## src/rtl/bram_fifo_ctrl.sv

```systemverilog
// bram_fifo_ctrl
//   FIFO controller wrapped around a simple dual-port BRAM. Port A is the
//   write port, port B the read port. A small first-word-fall-through output
//   buffer (obuf) hides the BRAM read latency, so the stream side sees
//   one-word-per-cycle throughput once the pipeline has filled.
//
// Ports
//   clk, rst        single clock, asynchronous active-high reset
//   s_data/s_valid/s_ready   write stream (handshake on s_valid & s_ready)
//   m_data/m_valid/m_ready   read stream  (handshake on m_valid & m_ready)
//   bram_ena/wea/addra/dina  BRAM port A (write)
//   bram_enb/web/addrb/doutb BRAM port B (read, web tied low)
//   data_cnt        words held: in BRAM + in flight + in obuf (registered)

module bram_fifo_ctrl #(
    parameter int data_width        = 24,
    parameter int fifo_depth        = 32,
    parameter int bram_read_latency = 2,
    parameter int simulation_delay  = 10
) (
    input  logic                          clk,
    input  logic                          rst,
    input  logic [data_width-1:0]         s_data,
    input  logic                          s_valid,
    output logic                          s_ready,
    output logic [data_width-1:0]         m_data,
    output logic                          m_valid,
    input  logic                          m_ready,
    output logic                          bram_ena,
    output logic                          bram_wea,
    output logic [$clog2(fifo_depth)-1:0] bram_addra,
    output logic [data_width-1:0]         bram_dina,
    output logic                          bram_enb,
    output logic                          bram_web,
    output logic [$clog2(fifo_depth)-1:0] bram_addrb,
    input  logic [data_width-1:0]         bram_doutb,
    output logic [$clog2(fifo_depth)+1:0] data_cnt
);

    localparam int aw       = $clog2(fifo_depth);
    localparam int pw       = aw + 1;                     // pointer width, MSB separates full/empty
    localparam int cntw     = aw + 2;
    localparam int ob_depth = bram_read_latency + 1;
    localparam int cw       = $clog2(ob_depth + 1);       // obuf count width
    localparam int ow       = cw + 2;                     // inflight + obuf occupancy width

    // The RTL itself carries no delays; simulation_delay only exists so the
    // parameter list stays compatible with older wrappers that pass it.
    generate
        if (bram_read_latency < 1 || bram_read_latency > 2 || fifo_depth < 4 ||
            (fifo_depth & (fifo_depth - 1)) != 0 || simulation_delay < 0) begin : g_bad_params
            $error("bram_fifo_ctrl: illegal parameter combination");
        end
    endgenerate

    logic [pw-1:0]                wr_ptr;
    logic [pw-1:0]                rd_ptr;
    logic [pw-1:0]                bram_cnt;
    logic                         wr_hs;
    logic                         pop;
    logic                         issue;
    logic                         arrive;
    logic [bram_read_latency-1:0] rd_vld;
    logic [ow-1:0]                inflight;
    logic [ow-1:0]                occupancy;
    logic [cw-1:0]                obuf_cnt;
    logic [data_width-1:0]        obuf [ob_depth];

    assign bram_cnt = wr_ptr - rd_ptr;
    assign s_ready  = !rst && (bram_cnt != pw'(fifo_depth));
    assign wr_hs    = s_valid && s_ready;

    assign bram_ena   = wr_hs;
    assign bram_wea   = wr_hs;
    assign bram_addra = wr_ptr[aw-1:0];
    assign bram_dina  = s_data;

    assign m_valid = (obuf_cnt != '0);
    assign m_data  = obuf[0];
    assign pop     = m_valid && m_ready;

    always_comb begin
        inflight = '0;
        for (int i = 0; i < bram_read_latency; i++) begin
            inflight = inflight + ow'(rd_vld[i]);
        end
    end

    // Only issue a read if the word is guaranteed a slot in obuf when it
    // lands; counting this cycle's pop keeps streaming at full rate.
    assign occupancy = inflight + ow'(obuf_cnt) - ow'(pop);
    assign issue     = !rst && (bram_cnt != '0) && (occupancy < ow'(ob_depth));
    assign arrive    = rd_vld[bram_read_latency-1];

    assign bram_enb   = issue;
    assign bram_web   = 1'b0;
    assign bram_addrb = rd_ptr[aw-1:0];

    always_ff @(posedge clk or posedge rst) begin
        if (rst) begin
            wr_ptr   <= '0;
            rd_ptr   <= '0;
            data_cnt <= '0;
        end else begin
            if (wr_hs) wr_ptr <= wr_ptr + pw'(1);
            if (issue) rd_ptr <= rd_ptr + pw'(1);
            // Issue and arrival only move words internally; the total
            // changes on the two handshakes alone.
            data_cnt <= data_cnt + cntw'(wr_hs) - cntw'(pop);
        end
    end

    always_ff @(posedge clk or posedge rst) begin
        if (rst) begin
            rd_vld <= '0;
        end else begin
            for (int i = bram_read_latency - 1; i > 0; i--) begin
                rd_vld[i] <= rd_vld[i-1];
            end
            rd_vld[0] <= issue;
        end
    end

    // obuf is a shifting FWFT buffer: head always at entry 0. An arriving
    // word lands at the first free slot after this cycle's pop shift.
    always_ff @(posedge clk or posedge rst) begin
        if (rst) begin
            obuf_cnt <= '0;
            for (int i = 0; i < ob_depth; i++) begin
                obuf[i] <= '0;
            end
        end else begin
            for (int i = 0; i < ob_depth; i++) begin
                if (arrive && (int'(obuf_cnt) - int'(pop)) == i) begin
                    obuf[i] <= bram_doutb;
                end else if (pop && i < ob_depth - 1) begin
                    obuf[i] <= obuf[(i < ob_depth - 1) ? i + 1 : i];
                end
            end
            obuf_cnt <= obuf_cnt + cw'(arrive) - cw'(pop);
        end
    end

endmodule

```

## config.mk

```make
export PLATFORM = sky130hd
export DESIGN_NAME = bram_fifo_ctrl
export DESIGN_NICKNAME = d
export VERILOG_FILES = /design/src/rtl/bram_fifo_ctrl.sv
export SDC_FILE = /design/constraint.sdc
export NUM_CORES = 1
export LEC_CHECK = 0
export ABC_AREA = 1
export CORE_MARGIN = 8
export CORE_UTILIZATION = 50
export CTS_CLUSTER_DIAMETER = 60
export DETAILED_ROUTE_END_ITERATION = 10
export GPL_ROUTABILITY_DRIVEN = 0
export PLACE_DENSITY = 0.88
export SLEW_MARGIN = 10
export SYNTH_ARGS = -nofsm -noshare
export SYNTH_HDL_FRONTEND = slang
export SYNTH_SLANG_ARGS = --single-unit
```

## constraint.sdc

```tcl
create_clock -name clk -period 11.4 [get_ports clk]
set_input_delay 2.28 -clock clk [delete_from_list [all_inputs] [get_ports clk]]
set_output_delay 2.28 -clock clk [all_outputs]
set_load 0.02 [all_outputs]
```

Yosys cells after proc, flatten, opt, wreduce, memory -nomap -nowiden
Cells that the tools add are included.
{"block": "word_totals", "ram_bits": 0, "memories": 0, "ff_bits": 95, "rom_bits": 0, "wordCells": 41, "out_inout_bits": 71, "latchBits": 0}
{"block": "classes", "multipliers": 0, "n_lt_le_gt_ge": 1, "bitwise": 0, "n_eq_ne": 3, "div_mod_pow": 0, "muxes": 4, "n_shift": 0, "addsub": 11, "reduce_logical": 14}
{"operator": "$mux 24", "n": 4}
{"operator": "$logic_not 32->1", "n": 1}
{"operator": "$add 6x1->6 const B", "n": 2}
{"operator": "$logic_and 1x1->1", "n": 8}
{"operator": "$add 7x1->7", "n": 1}
{"operator": "$sub 7x1->7", "n": 1}
{"operator": "$ne 6x6->1 const B", "n": 1}
{"operator": "$reduce_bool 2->1", "n": 3}
{"operator": "$reduce_bool 6->1", "n": 1}
{"operator": "$sub 6x6->6", "n": 1}
{"operator": "$lt 4x2->1 const B", "n": 1}
{"operator": "$sub 3x1->4", "n": 1}
{"operator": "$add 2x2->3", "n": 1}
{"operator": "$eq 3x2->1 const B", "n": 1}
{"operator": "$eq 3x3->1 const B", "n": 1}
{"operator": "$sub 2x1->3", "n": 1}
{"operator": "$add 1x1->2", "n": 1}
{"operator": "$add 2x1->2", "n": 1}
{"operator": "$sub 2x1->2", "n": 1}
{"operator": "$logic_not 1->1", "n": 1}

Longest topological paths before layout
{"block": "depth", "word_depth": 6, "ltp_mapped": 22, "mapped_depth_nobuf": 22}

Least setup slack after synthesis
No wires, ideal clock.
{"block": "synth_timing", "path_kind": "input -> output", "startpoint": "input m_ready", "endpoint": "output bram_enb", "slack_ns": 4.573, "path_buffers": 2, "cell_stages": 11, "arrival_time_ns": 4.547, "path_cell_list": "nand2_2 > inv_2 > buf_2 > ha_1 > fa_1 > fa_1 > or2_2 > and2_1 > buf_2 > nand3_4 > inv_1"}
{"block": "synth_via", "elab_chain_cells": 4}
{"element": "from (decl)", "line": "28", "text": "input logic m_ready,"}
{"element": "$logic_and 1x1->1", "line": "80", "text": "assign pop = m_valid && m_ready;"}
{"element": "$sub 3x1->4", "line": "91", "text": "assign occupancy = inflight + ow'(obuf_cnt) - ow'(pop);"}
{"element": "$lt 4x2->1", "line": "92", "text": "assign issue = !rst && (bram_cnt != '0) && (occupancy < ow'(ob_depth));"}
{"element": "$logic_and 1x1->1", "line": "92"}
{"element": "to (decl)", "line": "33", "text": "output logic bram_enb,"}
No other way between the ends.

Final worst setup path
Same ends and word-level chain as after synthesis.

==> impl_metrics.yaml <==
cts:
  worstSkewPairLatency_ns: 0.37
  cts_made_buffers: 9
  cts_tree: "yes"
  cts_resized: 0
  cts_buffer_depth: 2
  clk_pin_slew_ns: 0.09
  post-cts-setup-buffer-count: 0
  cts-root-buf: "clkbuf_8"
  clock-sinks: 95
  htreeDepth: 3
  hold_buffers: 0
route:
  post-route-drc-count: 0
  wl_met1_mm: 4.518
  dr.first_iter.drc_count: 302
  post_drt_via_cell_ratio: 5.617
  drtPass1Iterations: 5
  antenna_left: 0
  drt_wl_total_mm: 11.48
  vias: 4072
  wl_met2_mm: 5.826
  highest_layer: "met4"
  avgRoutedWirePerCell_um: 15.83
  wl_met3_um: 889
logic_synthesis:
  synth_top_area_share_pct: 45.39
  synth_top_area_cell: "dfrtp_1"
  ys_seq_area_share_pct: 45.39
  ys_ff_latch: 95
  syn_area_per_cell_um2: 8.953
  netlist_instances: 585
  synthesis.nets: 659
  syn_area_um2: 5238
  synth.area.top_cells: "dfrtp_1 (45%), buf_4 (9.0%), nand3_1 (8.5%)"
  synth_cell_types: 31
  yosys_warnings: 0
timing:
  period_needed_ns: 8.859
  fmax_mhz: 112.9
  rsz0062_at_grt: "no"
  worstMarginPinSlew_ns: 1.003
  slew_violations: 0
  hold_viol: 0
  fin_setup_tns_ns: 0
  fin_crit_sh_pct: 77.71
  fin_skew_ns: 0.01461
  setup_viol_count_final: 0
  timing.slew.headroom_pct: 33.13
min_path:
  min_path_type: "reg2reg"
  hold_depth: 0
critical_path:
  cp-end-kind: "output pin"
  path_class: "in2out"
  worstPathMaxFanout: 52
  crit_arrival_ns: 6.58
  reg2reg_depth: 13
  cp-start-kind: "input port"
  required_ns: 9.12
power_and_ir_drop:
  power.density_nw_per_um2: 282.7
  leakage_nw: 2.689
  power_mw: 1.630
  ir_worst_vdd_mv: 0.1204
floorplanning:
  die_x_um: 118.3
  ios: 123
  rows: 37
  die_y_um: 118.3
  initial_core_util_pct: 51.19
  core_area_um2: 10230
  fp.dieArea_um2: 14010
layout:
  final_nets: 658
  final_util_pct: 56.35
  drive_gt1_share_pct: 6.452
  areaGrowthSynthToFinish_pct: 10.08
  diodes: 0
placement:
  port_buffers: 73
  dp_hpwl_mm: 8.051
run:
  drv_cap: 0
global_route:
  grt_pass1_wl_mm: 19.33
  grt_antenna_before_repair: 0
  grt_usage_pct: 16.44
  first_global_vias: 4052
  overflow: 0
  grt_max_degree: 85
run_status:
  outcome: "completed"
worst max-delay path, stage by stage:
cell and delay (ns):
clkdlybuf4s50_1 0.50, nand2_2 0.32, inv_2 0.80, ha_1 0.39, fa_1 0.41, fa_1 0.40
xor2_1 0.15, a21oi_1 0.13, and2_1 0.31, nand3_4 0.14, inv_1 0.10, clkdlybuf4s50_1 0.61
flip-flops by register name, summed over array words and instances, names as in the netlist:
signal    cells
data_cnt      7
rd_ptr        6
m_data       24
obuf         48
rd_vld        2
wr_ptr        6
obuf_cnt      2
Yosys cell counts:
| cell | number |
|---|---|
| a21oi_1 | 9 |
| a31oi_4 | 1 |
| and2_1 | 1 |
| buf_1 | 2 |
| buf_2 | 9 |
| buf_4 | 63 |
| buf_6 | 2 |
| clkbuf_1 | 12 |
| clkinv_1 | 1 |
| conb_1 | 1 |
| dfrtp_1 | 95 |
| fa_1 | 3 |
| ha_1 | 19 |
| inv_1 | 62 |
| inv_2 | 2 |
| nand2_1 | 93 |
| nand2_2 | 6 |
| nand2_4 | 2 |
| nand3_1 | 89 |
| nand3_4 | 2 |
| nand3b_1 | 2 |
| nand4_1 | 13 |
| nor2_1 | 4 |
| nor2_4 | 2 |
| nor3_1 | 1 |
| o211ai_1 | 48 |
| o21ai_0 | 25 |
| or2_1 | 1 |
| or2_2 | 1 |
| xnor2_1 | 2 |
| xor2_1 | 12 |
power breakdown:
group	switching [mW]	leakage, nW	total, mW	internal, mW
logic	0.495	1.38	0.842	0.347
clock network	0.132	0.0940	0.216	0.0840
registers	0.0961	1.22	0.572	0.476
total	0.723	2.69	1.63	0.907
kinds of logic after synthesis:
kind of cell / after synthesis / share of synthesized area (%)
adders and majority gates: 22 / 5.686
DFF: 95 / 45.39
and+or+nand+nor: 217 / 20.00
buffers and inverters: 153 / 15.98
AOI/OAI and AO/OA: 83 / 10.54
other: 1 / 0.07160
xor gates and xnor gates: 14 / 2.341
cells in the final DEF (no fill, tap or decap), types with 6 or more instances in the layout:
cell type | netlist | layout
a21oi_1 | 9 | 9
nand2_2 | 6 | 6
nand2_1 | 93 | 93
ha_1 | 19 | 19
clkdlybuf4s50_1 | 0 | 73
o21ai_0 | 25 | 25
xor2_1 | 12 | 12
inv_1 | 62 | 62
o211ai_1 | 48 | 48
nand3_1 | 89 | 87
dfrtp_1 | 95 | 95
nand4_1 | 13 | 13
clkbuf_8 | 0 | 9
final cells by class:
class                           instances  area [µm²]
Timing Repair Buffer                   76       753.2
Fill cell                             871        4466
Tap cell                              136       170.2
Clock buffer                            9       123.9
Multi-Input combinational cell        337        2033
Clock inverter                          7       61.31
Inverter                               65       246.5
Sequential cell                        95        2377
metal layers:
metal  GRT usage [%]  vias to the layer above
met1           19.17                     1977
met3           4.379                       25
met2           27.96                      173
li1                -                     1897
met5               0                        -
met4           7.206                        0
metrics by stage:
| step | cell area [µm²] | hold WS (ns) | worst slack, ns | cells |
|---|---|---|---|---|
| 2_1_floorplan | 5238 | 0.3537 | 4.573 | 585 |
| 3_3_place_gp | 5580 | 0.3986 | 2.677 | 709 |
| 3_5_place_dp | 5580 | 0.4086 | 2.558 | 709 |
| 4_1_cts | 5766 | 0.4302 | 2.545 | 725 |
| 5_1_grt | 5766 | 0.4377 | 2.319 | 725 |
| 6_report | 5766 | 0.4304 | 2.541 | 725 |
final timing paths:
path	slack, ns	end	from
worst max-delay path	2.54	bram_enb	m_ready
worst min-delay path	0.43	rd_vld[1]	rd_vld[0]
worst max register to register	7.45	rd_ptr[0]	obuf_cnt[1]
worst min register to register	0.43	rd_vld[1]	rd_vld[0]
max in group asynchronous	7.83	obuf[28]	rst
min in group asynchronous	2.23	rd_ptr[4]	rst
Note: power is estimated with default switching activity, not from simulation.
